===== src/rtl/mmul_fifo_loader_if.sv =====
// Word-wide pipelined memory read port between the loader and its memory.
// Only one read is ever outstanding at a time.
interface mmul_fifo_loader_if #(
    parameter int ADDR_WIDTH = 32,
    parameter int WORD_W     = 64
);
    logic                  mem_read;
    logic [ADDR_WIDTH-1:0] mem_addr;
    logic                  mem_waitrequest;
    logic [WORD_W-1:0]     mem_readdata;
    logic                  mem_readdatavalid;

    modport master (
        output mem_read, mem_addr,
        input  mem_waitrequest, mem_readdata, mem_readdatavalid
    );
    modport slave (
        input  mem_read, mem_addr,
        output mem_waitrequest, mem_readdata, mem_readdatavalid
    );
endinterface


===== src/rtl/mmul_fifo_loader.sv =====
// Fetches B and the M rows of A for one matrix-vector job and unpacks them into FIFOs.
// Optional stall counter on o_stall_cycles enabled by defining MMUL_LOADER_PERF_EN.
module mmul_fifo_loader #(
    parameter int DATA_WIDTH = 8,
    parameter int N          = 8,
    parameter int M          = 8,
    parameter int ADDR_WIDTH = 32
) (
    input  logic                  i_clk,
    input  logic                  i_rst_n,
    input  logic                  i_start,
    input  logic [ADDR_WIDTH-1:0] i_base_addr,
    output logic                  o_busy,
    output logic                  o_done,
    mmul_fifo_loader_if.master    mem,
    output logic [DATA_WIDTH-1:0] o_wdata,
    output logic                  o_b_wren,
    input  logic                  i_b_full,
    output logic                  o_a_wren [M],
    input  logic                  i_a_full [M],
    output logic                  o_mmul_clr,
    output logic                  o_mmul_en,
    output logic [31:0]           o_stall_cycles
);
    localparam int WORD_BYTES = N*DATA_WIDTH/8;
    localparam int WORD_W     = N*DATA_WIDTH;
    localparam int KW         = $clog2(N+1);
    localparam int TW         = $clog2(M+2);

    typedef enum logic [2:0] {
        S_IDLE, S_CLR, S_REQ, S_WAIT, S_UNPACK, S_START, S_DONE
    } state_t;

    state_t                r_state, w_next;
    logic [ADDR_WIDTH-1:0] r_base;
    logic [TW-1:0]         r_t;
    logic [KW-1:0]         r_k;
    logic [WORD_W-1:0]     r_word;
    logic                  w_rd, w_wr, w_tgt_full;

    // Target 0 is the B FIFO, target t>0 is A row t-1.
    always_comb begin
        w_tgt_full = i_b_full;
        for (int i = 0; i < M; i++)
            if (r_t == TW'(i+1)) w_tgt_full = i_a_full[i];
    end

    always_ff @(posedge i_clk or negedge i_rst_n) begin
        if (!i_rst_n) r_state <= S_IDLE;
        else          r_state <= w_next;
    end

    always_comb begin
        w_next     = r_state;
        w_rd       = 1'b0;
        w_wr       = 1'b0;
        o_mmul_clr = 1'b0;
        o_mmul_en  = 1'b0;
        o_done     = 1'b0;
        case (r_state)
            S_IDLE:   if (i_start) w_next = S_CLR;
            S_CLR: begin
                o_mmul_clr = 1'b1;
                w_next     = S_REQ;
            end
            S_REQ: begin
                w_rd = 1'b1;
                if (!mem.mem_waitrequest) w_next = S_WAIT;
            end
            S_WAIT:   if (mem.mem_readdatavalid) w_next = S_UNPACK;
            S_UNPACK: if (!w_tgt_full) begin
                w_wr = 1'b1;
                if (r_k == KW'(N-1)) w_next = (r_t == TW'(M)) ? S_START : S_REQ;
            end
            S_START: begin
                o_mmul_en = 1'b1;
                w_next    = S_DONE;
            end
            S_DONE: begin
                o_done = 1'b1;
                w_next = S_IDLE;
            end
            default:  w_next = S_IDLE;
        endcase
    end

    // Word is consumed LSB-first by shifting, so the current element is always the low slice.
    always_ff @(posedge i_clk or negedge i_rst_n) begin
        if (!i_rst_n) begin
            r_base <= '0;
            r_t    <= '0;
            r_k    <= '0;
            r_word <= '0;
        end else begin
            case (r_state)
                S_IDLE:   if (i_start) r_base <= i_base_addr;
                S_CLR: begin
                    r_t <= '0;
                    r_k <= '0;
                end
                S_WAIT:   if (mem.mem_readdatavalid) begin
                    r_word <= mem.mem_readdata;
                    r_k    <= '0;
                end
                S_UNPACK: if (w_wr) begin
                    r_word <= r_word >> DATA_WIDTH;
                    if (r_k == KW'(N-1)) r_t <= r_t + 1'b1;
                    else                 r_k <= r_k + 1'b1;
                end
                default: ;
            endcase
        end
    end

    assign o_busy       = (r_state != S_IDLE);
    assign mem.mem_read = w_rd;
    assign mem.mem_addr = w_rd ? r_base + ADDR_WIDTH'(r_t) * ADDR_WIDTH'(WORD_BYTES) : '0;
    assign o_wdata      = r_word[DATA_WIDTH-1:0];
    assign o_b_wren     = w_wr && (r_t == '0);

    always_comb begin
        for (int i = 0; i < M; i++)
            o_a_wren[i] = w_wr && (r_t == TW'(i+1));
    end

`ifdef MMUL_LOADER_PERF_EN
    logic [31:0] r_stall;
    logic        w_stall;

    assign w_stall = ((r_state == S_REQ) && mem.mem_waitrequest) ||
                     ((r_state == S_UNPACK) && w_tgt_full);

    always_ff @(posedge i_clk or negedge i_rst_n) begin
        if (!i_rst_n)                            r_stall <= '0;
        else if (r_state == S_IDLE && i_start)   r_stall <= '0;
        else if (w_stall && (r_stall != '1))     r_stall <= r_stall + 1'b1;
    end

    assign o_stall_cycles = r_stall;
`else
    assign o_stall_cycles = '0;
`endif
endmodule


===== src/flat_wrapper.sv =====
// flat-port wrapper written by rule: the top's interface ports become plain ports
module mmul_fifo_loader_flat 
#(
    parameter int DATA_WIDTH = 8,
    parameter int N          = 8,
    parameter int M          = 8,
    parameter int ADDR_WIDTH = 32
)
  (i_clk, i_rst_n, i_start, i_base_addr, o_busy, o_done, o_wdata, o_b_wren, i_b_full, o_a_wren, i_a_full, o_mmul_clr, o_mmul_en, o_stall_cycles, mem_mem_read, mem_mem_addr, mem_mem_waitrequest, mem_mem_readdata, mem_mem_readdatavalid);
  mmul_fifo_loader_if #(.ADDR_WIDTH(ADDR_WIDTH), .WORD_W((N*(8)))) mem_i ();
  input  logic i_clk;
  input  logic i_rst_n;
  input  logic i_start;
  input  logic [ADDR_WIDTH-1:0] i_base_addr;
  output logic o_busy;
  output logic o_done;
  output logic [DATA_WIDTH-1:0] o_wdata;
  output logic o_b_wren;
  input  logic i_b_full;
  output logic o_a_wren[M];
  input  logic i_a_full[M];
  output logic o_mmul_clr;
  output logic o_mmul_en;
  output logic [31:0] o_stall_cycles;
  output wire logic [$bits(mem_i.mem_read)-1:0] mem_mem_read;
  output wire logic [$bits(mem_i.mem_addr)-1:0] mem_mem_addr;
  input wire logic [$bits(mem_i.mem_waitrequest)-1:0] mem_mem_waitrequest;
  input wire logic [$bits(mem_i.mem_readdata)-1:0] mem_mem_readdata;
  input wire logic [$bits(mem_i.mem_readdatavalid)-1:0] mem_mem_readdatavalid;
  assign mem_mem_read = mem_i.mem_read;
  assign mem_mem_addr = mem_i.mem_addr;
  assign mem_i.mem_waitrequest = mem_mem_waitrequest;
  assign mem_i.mem_readdata = mem_mem_readdata;
  assign mem_i.mem_readdatavalid = mem_mem_readdatavalid;
  mmul_fifo_loader #(.DATA_WIDTH(DATA_WIDTH), .N(N), .M(M), .ADDR_WIDTH(ADDR_WIDTH)) u_core (.i_clk(i_clk), .i_rst_n(i_rst_n), .i_start(i_start), .i_base_addr(i_base_addr), .o_busy(o_busy), .o_done(o_done), .mem(mem_i), .o_wdata(o_wdata), .o_b_wren(o_b_wren), .i_b_full(i_b_full), .o_a_wren(o_a_wren), .i_a_full(i_a_full), .o_mmul_clr(o_mmul_clr), .o_mmul_en(o_mmul_en), .o_stall_cycles(o_stall_cycles));
endmodule

===== config.mk =====
export PLATFORM = sky130hd
export DESIGN_NAME = mmul_fifo_loader_flat
export DESIGN_NICKNAME = d
export VERILOG_FILES = /design/src/rtl/mmul_fifo_loader_if.sv /design/src/rtl/mmul_fifo_loader.sv /design/src/flat_wrapper.sv
export SDC_FILE = /design/constraint.sdc
export NUM_CORES = 1
export LEC_CHECK = 0
export ABC_AREA = 1
export BUFFER_PORTS_ARGS = -buffer_cell sky130_fd_sc_hd__buf_2
export CAP_MARGIN = 20
export CORE_MARGIN = 2
export CORE_UTILIZATION = 40
export DETAILED_ROUTE_END_ITERATION = 12
export SYNTH_ARGS = -nofsm -noshare
export SYNTH_HDL_FRONTEND = slang
export SYNTH_SLANG_ARGS = --single-unit

===== constraint.sdc =====
create_clock -name i_clk -period 3.4 [get_ports i_clk]
set_input_delay 0.68 -clock i_clk [delete_from_list [all_inputs] [get_ports i_clk]]
set_output_delay 0.68 -clock i_clk [all_outputs]
set_load 0.005 [all_outputs]

==> results.py, run 1 <==
metrics = {
    "timing": {
        "setup-tns-final_ps": 0,
        "fin_crit_sh": 0.9590,
        "finClkSkew_ps": 7.957,
        "slew_headroom": 0.4806,
        "tightest_slew_ps": 779.1,
        "setup_ws_ps": 139.6,
        "clock.fmax_ghz": 0.3067,
        "drv_slew": 0,
        "finalHoldViolations": 0,
        "fin_crit_ps": 3260,
        "grt_setup_unrepaired": "true",
        "setup_viol": 0,
    },
    "hold_path": {
        "min_path_type": "input port to async pin",
    },
    "logic_synthesis": {
        "synthCells": 935,
        "yosys.area_share.xor_xnor": 0.01422,
        "synth_cell_types": 38,
        "synthMuxAreaShare": 0.02825,
        "synth_simple_gate_area_frac": 0.3743,
        "yosys.area_share.adder": 0.01958,
        "synth-seq-cells": 107,
        "synth.avg_cell_area_um2": 7.246,
        "yosysSeqAreaShare": 0.3952,
        "synth_warnings": 0,
        "synth_top_family_by_area": "simple AND/OR/NAND/NOR gates",
        "synth_compound_area_frac": 0.04931,
        "synth_area_um2": 6775,
    },
    "power_and_ir_drop": {
        "cellPowerDensity_nw_per_um2": 769.8,
        "ir_drop_mv": 0.3148,
        "power_mw": 6.147,
        "p_leak_nw": 4.391,
    },
    "layout": {
        "n_antenna_cell": 0,
        "nets": 1189,
        "seq_area_um2": 2683,
        "drive_above_1_share": 0.2365,
        "final_common_cell": "nand2_1",
        "mostFrequentLayoutCells": "366 x nand2_1, 162 x buf_2, 103 x dfrtp_1",
        "multiInputGateArea_um2": 3515,
        "fin_cells": 1294,
        "fillers": 1713,
        "syn_to_final_growth_pct": 17.86,
        "stdcell_area_um2": 7985,
    },
    "place": {
        "numPortBuffers": 163,
        "place_area_um2": 7503,
        "dpl_worst_slack_ps": 293.9,
        "place.gp.congestion": 0.9039,
        "placed_cells": 1270,
        "hpwl_mm": 12.72,
    },
    "critical_path": {
        "worstSetupPathType": "register to output pin",
        "worstPathRequired_ps": 2720,
        "crit_fanout": 5,
        "worstPathArrival_ps": 2580,
        "regToRegSetupSlack_ps": 550,
        "startpoint_type": "register",
        "rr_worst_depth": 10,
        "r2r_start": "u_core.r_t[0]",
        "crit_path_end_kind": "output pin",
        "reg2reg_to": "u_core.r_word[49]",
    },
    "clocking": {
        "clockBufferDepth": 2,
        "numCtsBuffers": 9,
        "hold_buffers": 0,
        "htreeDepth": 3,
        "cts.sinks": 107,
        "clk_latency_ps": 350,
        "clk_pin_slew_ps": 70,
        "cts_root_buffer": "clkbuf_16",
        "cts_tree": "done",
    },
    "global_route": {
        "grt_pass1_wl_mm": 30.22,
        "grt_max_degree": 72,
        "grt_use_total": 0.2077,
        "grt.overflow.total": 0,
        "grt_pass1_vias": 5990,
        "antenna_found_initial": 1,
    },
    "floorplan": {
        "die_w_um": 134.1,
        "dieArea_um2": 17990,
        "ios": 196,
        "start_util": 0.4086,
        "die-height_um": 134.1,
        "core_area_um2": 16580,
        "row_count": 47,
    },
    "detailed_routing": {
        "top_layer": "met5",
        "viasPerCell": 4.930,
        "route.vias.total": 6380,
        "routed_wl_mm": 18.53,
        "dr.pass1.iters": 5,
        "ant_nets": 0,
        "wl_met1_mm": 9.111,
        "route.detailed.drc": 0,
        "wl_met3_mm": 1.083,
        "wl_met2_mm": 8.020,
        "wl_per_cell_um": 14.32,
        "drtIter0Drc": 496,
    },
    "outcome": {
        "status": "finished, final reports clean",
    },
    "run": {
        "maxCapViolations": 0,
    },
}
worst max-delay path by stage:
stage | startpoint | cells after the start | slack, ps | to
detailed placement | u_core.r_t[2] | 13 | 290 | mem_mem_addr[19]
CTS | u_core.r_t[2] | 15 | 30 | mem_mem_addr[25]
floorplan | u_core.r_t[2] | 13 | 710 | mem_mem_addr[21]
global placement | u_core.r_t[2] | 13 | 340 | mem_mem_addr[30]
finish | u_core.r_t[0] | 15 | 140 | mem_mem_addr[31]
global route | u_core.r_t[0] | 16 | -90 | mem_mem_addr[25]
synthesized netlist by cell type (all sizes together):
cell,n,area [µm²]
a211oi,1,7.510
a21oi,36,180.2
a31oi,2,18.77
buf,71,514.2
clkbuf,18,67.56
clkinv,1,3.750
conb,1,3.750
dfrtp,107,2678
fa,1,20.02
ha,9,112.6
inv,58,217.7
mux2,17,191.4
nand2,377,1430
nand3,19,125.1
nand4,83,519.3
nor2,78,327.8
nor3,11,60.06
nor3b,2,15.01
nor4,8,50.05
o211ai,2,15.01
o21a,2,15.01
o21ai,17,85.08
o22ai,2,12.51
or2,1,8.760
xor2,11,96.34
metal layers:
layer,GRT usage,up-vias
li1,-,3230
met1,0.3047,2923
met2,0.3151,198
met3,0.03968,27
met4,0.05497,2
met5,0,-
state kept, by name, indices dropped and copies added (netlist names):
name and cells:
u_core.r_t 4, u_core.r_word 64, u_core.r_base 32, u_core.r_k 4, u_core.r_state 3
metrics by stage:
stage                       util  hold WS, ps
after floorplan                -        384.4
after global placement    0.4525        451.6
after detailed placement  0.4525        453.7
after CTS                 0.4734        366.6
after global routing      0.4815        391.5
final                     0.4815        353.4
worst max-delay path, stage by stage (launching register included):
cell,delay [ps]
dfrtp_2,420
ha_4,170
fa_2,220
nand3_1,90
nand2_2,90
nand2_1,80
nor2_4,160
nand2_4,90
nor2_4,160
nand2_4,80
nor2_4,150
nand2_2,90
nor2_2,120
o21ai_1,70
a21oi_1,120
buf_2,120
timing repair:
item,CTS,global route
pin swaps,0,6
setup buffers,0,8
resized for setup,5,19
gates cloned,0,0
setup endpoints to repair,6,18
logic make-up (layout without fill, tap and decap cells):
group	Yosys count	in the layout
flops	107	107
xor+xnor	11	11
mux	17	17
other cells	1	32
fa+ha+maj	10	10
buf+inv	148	256
compound gates	62	62
simple gates	579	579
power by group:
group | leakage (nW) | internal (mW) | switching [mW]
logic | 2.93 | 0.978 | 1.72
registers | 1.31 | 1.85 | 0.430
clock network | 0.155 | 0.656 | 0.508
layout make-up:
type / instances / share of cell area
clock buffer: 10 / 0.02867
clock inverter: 6 / 0.01207
inverter: 59 / 0.02773
multi-input combinational: 711 / 0.4401
sequential: 107 / 0.3359
tap: 220 / 0.03447
timing repair buffer: 181 / 0.1210
Note: power is estimated with default switching activity, not from simulation.
==> run 2, diff against run 1 <==
--- a/config.mk
+++ b/config.mk
@@ -8,9 +8,9 @@
 export ABC_AREA = 1
 export BUFFER_PORTS_ARGS = -buffer_cell sky130_fd_sc_hd__buf_2
 export CAP_MARGIN = 20
-export CORE_MARGIN = 2
 export CORE_UTILIZATION = 40
 export DETAILED_ROUTE_END_ITERATION = 12
+export SLEW_MARGIN = 20
 export SYNTH_ARGS = -nofsm -noshare
 export SYNTH_HDL_FRONTEND = slang
 export SYNTH_SLANG_ARGS = --single-unit
==> run 2 against run 1 <==
  * Sequential power barely moved
  * Core utilization is 0.38 points higher
  * Worst setup slack improved by 4.3 ps
  * Critical path type unchanged
==> results.py, run 2 (synthesis results as in run 1) <==
metrics = {
    "global_route": {
        "grt_busiest_layer": "met2",
        "use_met2": 0.3219,
        "antenna_found_initial": 0,
        "grt_use_met3": 0.03037,
        "grt_pass1_wl_mm": 29.93,
        "grtUsageMet1": 0.3141,
        "grt_use_total": 0.2117,
        "grt_max_degree": 65,
        "grt_pass1_vias": 5901,
        "grt.overflow.total": 0,
    },
    "place": {
        "place_area_um2": 7503,
        "dpl_worst_slack_ps": 337.6,
        "place.gp.congestion": 0.8528,
        "hpwl_mm": 12.62,
        "placed_cells": 1270,
        "numPortBuffers": 163,
    },
    "floorplan": {
        "dieArea_um2": 17460,
        "core_area_um2": 16580,
        "die-height_um": 132.1,
        "start_util": 0.4086,
        "ios": 196,
        "die_w_um": 132.1,
        "row_count": 47,
    },
    "detailed_routing": {
        "wl_per_cell_um": 14.26,
        "drtIter0Drc": 461,
        "route.vias.total": 6445,
        "viasPerCell": 4.958,
        "ant_nets": 0,
        "route.detailed.drc": 0,
        "routed_wl_mm": 18.54,
        "dr.pass1.iters": 5,
    },
    "layout": {
        "mostFrequentLayoutCells": "365 x nand2_1, 162 x buf_2, 103 x dfrtp_1",
        "syn_to_final_growth_pct": 18.80,
        "final_common_cell": "nand2_1",
        "reg_top3": "u_core.r_word (64), u_core.r_base (32)",
        "n_antenna_cell": 0,
        "nets": 1195,
        "stdcell_area_um2": 8049,
        "largest_reg_flops": 64,
        "fin_cells": 1300,
        "drive_above_1_share": 0.2444,
        "regMostFlops": "u_core.r_word",
        "fin_util": 0.4854,
    },
    "timing": {
        "finalHoldViolations": 0,
        "setup-tns-final_ps": 0,
        "slew_headroom": 0.4541,
        "fin_crit_sh": 0.9577,
        "setup_viol": 0,
        "clock.fmax_ghz": 0.3071,
        "finClkSkew_ps": 9.041,
        "setup_ws_ps": 143.9,
        "timing.hold.ws_ps": 388.5,
        "drv_slew": 0,
        "tightest_slew_ps": 817.9,
        "fin_crit_ps": 3256,
    },
    "clocking": {
        "hold_buffers": 0,
        "htreeDepth": 3,
        "cts_root_buffer": "clkbuf_16",
        "cts.sinks": 107,
        "clockBufferDepth": 2,
        "numCtsBuffers": 9,
        "clk_latency_ps": 350,
        "cts_tree": "done",
        "clk_pin_slew_ps": 80,
    },
    "hold_path": {
        "min_path_type": "input port to async pin",
    },
    "critical_path": {
        "crit_fanout": 5,
        "worstPathRequired_ps": 2720,
        "regToRegSetupSlack_ps": 560,
        "r2r_start": "u_core.r_t[0]",
        "reg2reg_to": "u_core.r_word[21]",
        "rr_worst_depth": 11,
        "startpoint_type": "register",
        "crit_path_end_kind": "output pin",
        "worstPathArrival_ps": 2580,
        "worstSetupPathType": "register to output pin",
    },
    "power_and_ir_drop": {
        "power_mw": 6.145,
        "p_clk_frac": 0.183,
        "swShare": 0.4419,
        "cellPowerDensity_nw_per_um2": 763.5,
        "internal-power_mw": 3.430,
        "ir_drop_mv": 0.2833,
        "p_switching_mw": 2.715,
        "p_leak_nw": 4.442,
        "comb_power_share": 0.446,
        "power_frac_seq": 0.371,
    },
    "run": {
        "maxCapViolations": 0,
    },
    "outcome": {
        "status": "finished, final reports clean",
    },
}
==> run 2: worst max-delay path by stage <==
stage,start,endpoint,slack [ps],depth (start not counted)
2_1_floorplan,u_core.r_t[2],mem_mem_addr[21],710,13
3_3_place_gp,u_core.r_t[2],mem_mem_addr[30],380,13
3_5_place_dp,u_core.r_t[0],mem_mem_addr[19],340,14
4_1_cts,u_core.r_t[2],mem_mem_addr[19],20,13
5_1_grt,u_core.r_t[0],mem_mem_addr[23],-70,14
6_report,u_core.r_t[0],mem_mem_addr[31],140,15
==> run 2: power by group through the flow <==
stage / Sequential (mW) / Combinational [mW] / Clock, mW
floorplan: 2.16 / 2.05 / 0
global placement: 2.27 / 2.64 / 0
detailed placement: 2.28 / 2.65 / 0
CTS: 2.27 / 2.68 / 1.15
global route: 2.35 / 3.11 / 1.19
finish: 2.28 / 2.74 / 1.12
==> run 2: metal layers <==
| layer | vias up | wire length, µm |
|---|---|---|
| met3 | 10 | 1009 |
| met5 | - | 0 |
| li1 | 3248 | - |
| met2 | 212 | 8225 |
| met4 | 0 | 152 |
| met1 | 2975 | 9151 |
==> run 2: cell type report <==
| cell class | instances | area, µm² |
|---|---|---|
| Timing Repair Buffer | 187 | 1015 |
| Fill cell | 1766 | 8534 |
| Tap cell | 220 | 275.3 |
| Sequential cell | 107 | 2683 |
| Clock inverter | 7 | 88.84 |
| Clock buffer | 9 | 225.2 |
| Inverter | 59 | 221.5 |
| Multi-Input combinational cell | 711 | 3541 |
==> run 2: critical path, cell delays in order (launching register included) <==
cell,delay [ps]
dfrtp_2,430
ha_4,180
fa_2,240
nand3_2,80
nand2_2,80
nand2_2,70
nor2_4,140
nand2_4,90
nor2_4,160
nand2_4,80
nor2_4,180
nand2_4,90
nor2_4,110
o21ai_1,60
a21oi_1,120
buf_2,120
==> run 2: repair_timing <==
action / CTS / global route
setup buffers: 0 / 14
endpoints found under the setup margin: 5 / 14
pin swaps: 0 / 10
endpoints found under the hold margin: 0 / 0
resized for setup: 4 / 27
==> run 3, diff against run 2 <==
--- a/config.mk
+++ b/config.mk
@@ -5,11 +5,12 @@
 export SDC_FILE = /design/constraint.sdc
 export NUM_CORES = 1
 export LEC_CHECK = 0
-export ABC_AREA = 1
+export ABC_AREA = 0
 export BUFFER_PORTS_ARGS = -buffer_cell sky130_fd_sc_hd__buf_2
 export CAP_MARGIN = 20
 export CORE_UTILIZATION = 40
 export DETAILED_ROUTE_END_ITERATION = 12
+export PLACE_DENSITY = 0.65
 export SLEW_MARGIN = 20
 export SYNTH_ARGS = -nofsm -noshare
 export SYNTH_HDL_FRONTEND = slang
==> constraint.sdc (replaced) <==
create_clock -name i_clk -period 3.27 [get_ports i_clk]
set_input_delay 0.654 -clock i_clk [delete_from_list [all_inputs] [get_ports i_clk]]
set_output_delay 0.654 -clock i_clk [all_outputs]
set_load 0.005 [all_outputs]
==> run 3 against run 2 <==
  * Synthesized area down 8.4%
  * Largest cell class unchanged
  * Worst hold slack better by 45 ps
  * Critical path type unchanged
  * Global-route usage down 2.7 points
  * Critical path depth down 7
  * Wire length down 21%
  * Via count down 21%
  * Die area down 8.2%
  * Combinational power down 1%
  * Clock skew down 2.1 ps
==> results.py, run 3 <==
metrics = {
    "outcome": {
        "status": "finished, final reports clean",
    },
    "timing": {
        "finalHoldViolations": 0,
        "grt_setup_unrepaired": "true",
        "fin_crit_ps": 3175,
        "timing.hold.ws_ps": 433.5,
        "tightest_slew_ps": 929.8,
        "drv_slew": 0,
        "clock.fmax_ghz": 0.3149,
        "setup-tns-final_ps": 0,
        "setup_viol": 0,
        "slew_headroom": 0.3801,
        "finClkSkew_ps": 6.923,
        "fin_crit_sh": 0.9711,
    },
    "critical_path": {
        "slowest_stage": "or4b_4",
        "critPathBufInv": 1,
        "path_delay_family": "simple AND/OR/NAND/NOR gates",
        "critPathMaxStageDelay_ps": 580,
        "startpoint_type": "register",
        "worstSetupPathType": "register to output pin",
        "worstPathRequired_ps": 2620,
        "crit_path_end_kind": "output pin",
        "worstPathArrival_ps": 2520,
        "crit_fanout": 6,
        "path_cells": "ha_2 -> fa_2 -> a21o_1 -> a21oi_4 -> or4b_4 -> or3_1 -> a21oi_2 -> buf_2",
    },
    "floorplan": {
        "die_w_um": 126.6,
        "die-height_um": 126.6,
        "row_count": 45,
        "ios": 196,
        "dieArea_um2": 16020,
        "core_area_um2": 15200,
        "start_util": 0.4084,
    },
    "layout": {
        "syn_to_final_growth_pct": 20.66,
        "nets": 913,
        "largest_reg_flops": 64,
        "fillers": 1432,
        "final_common_cell": "buf_2",
        "drive_above_1_share": 0.3174,
        "regMostFlops": "u_core.r_word",
        "mostFrequentLayoutCells": "162 x buf_2, 105 x dfrtp_1, 79 x o21ai_0",
        "reg_top3": "u_core.r_word (64), u_core.r_base (32)",
    },
    "clocking": {
        "cts_root_buffer": "clkbuf_16",
        "cts_tree": "done",
        "clk_pin_slew_ps": 70,
        "clockBufferDepth": 2,
        "htreeDepth": 3,
        "clk_latency_ps": 340,
        "hold_buffers": 0,
        "numCtsBuffers": 9,
        "cts.sinks": 107,
    },
    "logic_synthesis": {
        "synth_area_leader_cell": "dfrtp_1",
        "synth_top_area_share": 0.4313,
        "synth_compound_area_frac": 0.1580,
        "synth_warnings": 0,
        "synth-seq-cells": 107,
        "post-synth-top-count-cell": "dfrtp_1",
        "synthFlopType": "dfrtp_1",
        "async_flop_share": 1.000,
        "yosysSeqAreaShare": 0.4313,
        "synthMuxAreaShare": 0.1429,
        "synth_top_family_by_area": "compound AO/OA/AOI/OAI gates",
        "synth_simple_gate_area_frac": 0.1292,
        "synth_edf_count": 0,
        "synth_area_leaders": "dfrtp_1 43%, mux2i_1 9.0%, o21ai_0 6.4%",
        "synth.avg_cell_area_um2": 9.551,
        "netlist_top_cells_count": "107 x dfrtp_1, 79 x o21ai_0, 66 x o21ai_1",
        "yosys.area_share.xor_xnor": 0.03104,
        "yosys.area_share.adder": 0.02136,
        "synthCells": 650,
        "synth_area_um2": 6208,
        "synth_cell_types": 52,
    },
    "power_and_ir_drop": {
        "cellPowerDensity_nw_per_um2": 830.8,
        "p_switching_mw": 2.419,
        "internal-power_mw": 3.804,
        "comb_power_share": 0.434,
        "p_leak_nw": 3.409,
        "p_clk_frac": 0.181,
        "ir_drop_mv": 0.4562,
        "swShare": 0.3887,
        "power_frac_seq": 0.385,
    },
    "place": {
        "place.gp.congestion": 0.7944,
        "hpwl_mm": 10.23,
        "numPortBuffers": 163,
    },
    "global_route": {
        "grt_pass1_wl_mm": 23.51,
        "grt_use_total": 0.1845,
        "antenna_found_initial": 2,
        "grt_pass1_vias": 4640,
        "grt.overflow.total": 0,
        "grt_max_degree": 74,
    },
    "detailed_routing": {
        "route.vias.total": 5076,
        "ant_nets": 0,
        "wl_per_cell_um": 14.86,
        "drtIter0Drc": 284,
        "route.detailed.drc": 0,
        "routed_wl_mm": 14.66,
        "dr.pass1.iters": 4,
        "viasPerCell": 5.143,
    },
    "run": {
        "maxCapViolations": 0,
    },
    "hold_path": {
        "min_path_type": "input port to async pin",
    },
}
## run 3: cell count changes after synthesis, sizes merged, moves of 9 or more
cell and change:
nand2 -346, o21ai +128, nand4 -75, mux2i +56, inv -47, nor2 -44, a21oi -21, mux2 +12
buf -9, nand2b +9
## run 3: cell families (layout without fill, tap and decap cells)
kind of cell    after synthesis  in the layout
compound gates              182            182
xor+xnor                     22             22
fa+ha+maj                    10             10
buf+inv                      94            210
flops                       107            107
mux                          85             85
other cells                   1             34
simple gates                149            149
## run 3: worst reg2reg max path, stage by stage (launching register included)
cell and delay (ps):
dfrtp_2 410, buf_4 150, buf_4 120, ha_1 250
a21oi_1 160, o211ai_1 160, o2111ai_1 330, a21oi_4 90
or2_2 450, buf_12 230, o21ai_1 150
## run 3: power groups by stage
stage               logic [mW]  clock network [mW]  registers, mW
floorplan                 2.10                   0           2.27
global placement          2.67                   0           2.40
detailed placement        2.70                   0           2.42
CTS                       2.72                1.16           2.39
global route              3.01                1.22           2.49
finish                    2.70                1.12           2.40
## run 3: cell type report
| class | instances | area [µm²] | area share |
|---|---|---|---|
| well taps | 188 | 235.2 | 0.03140 |
| clock buffers | 11 | 242.7 | 0.03240 |
| clock inverters | 4 | 58.81 | 0.007850 |
| flip-flops and latches | 107 | 2680 | 0.3578 |
| repair buffers | 184 | 1026 | 0.1370 |
| diodes | 2 | 5.005 | 0.0006681 |
| multi-input cells | 480 | 3202 | 0.4274 |
| inverters | 11 | 41.29 | 0.005512 |
## run 3: final timing paths
path / start / end / slack [ps] / depth (start not counted)
max reg2reg: u_core.r_t[0] / u_core.r_word[11] / 720 / 10
max in group asynchronous: i_rst_n / u_core.r_t[0] / 1980 / 2
min: i_rst_n / u_core.r_word[40] / 430 / 1
min in group i_clk: u_core.r_base[2] / u_core.r_base[2] / 510 / 1
max: u_core.r_t[0] / mem_mem_addr[27] / 90 / 8
min reg2reg: u_core.r_base[2] / u_core.r_base[2] / 510 / 1
## run 3: what timing repair did
action                                  CTS  global route
setup buffers                             1             5
cloned                                    0             0
endpoints found under the hold margin     0             0
endpoints found under the setup margin   10            19
gates resized for setup                   5            11
pin swaps                                 3             4
## run 3: metrics by stage
| step | instance area (µm²) | total power [mW] | cells | setup slack (ps) | utilization |
|---|---|---|---|---|---|
| 6_report | 7491 | 6.224 | 987 | 94.53 | 0.4928 |
| 5_1_grt | 7488 | 6.719 | 986 | -41.10 | 0.4926 |
| 4_1_cts | 7406 | 6.274 | 980 | 27.68 | 0.4872 |
| 3_5_place_dp | 7077 | 5.118 | 964 | 232.4 | 0.4655 |
| 3_3_place_gp | 7077 | 5.069 | 964 | 284.6 | 0.4655 |
| 2_1_floorplan | 6325 | 4.370 | 681 | 587.4 | - |
## run 3: per-layer routing
metal | vias up | part of all wire | GRT usage
met5 | - | 0 | 0
met4 | 0 | 0.021 | 0.07725
met3 | 20 | 0.043 | 0.03458
met2 | 134 | 0.48 | 0.2931
met1 | 2406 | 0.46 | 0.2475
li1 | 2516 | - | -
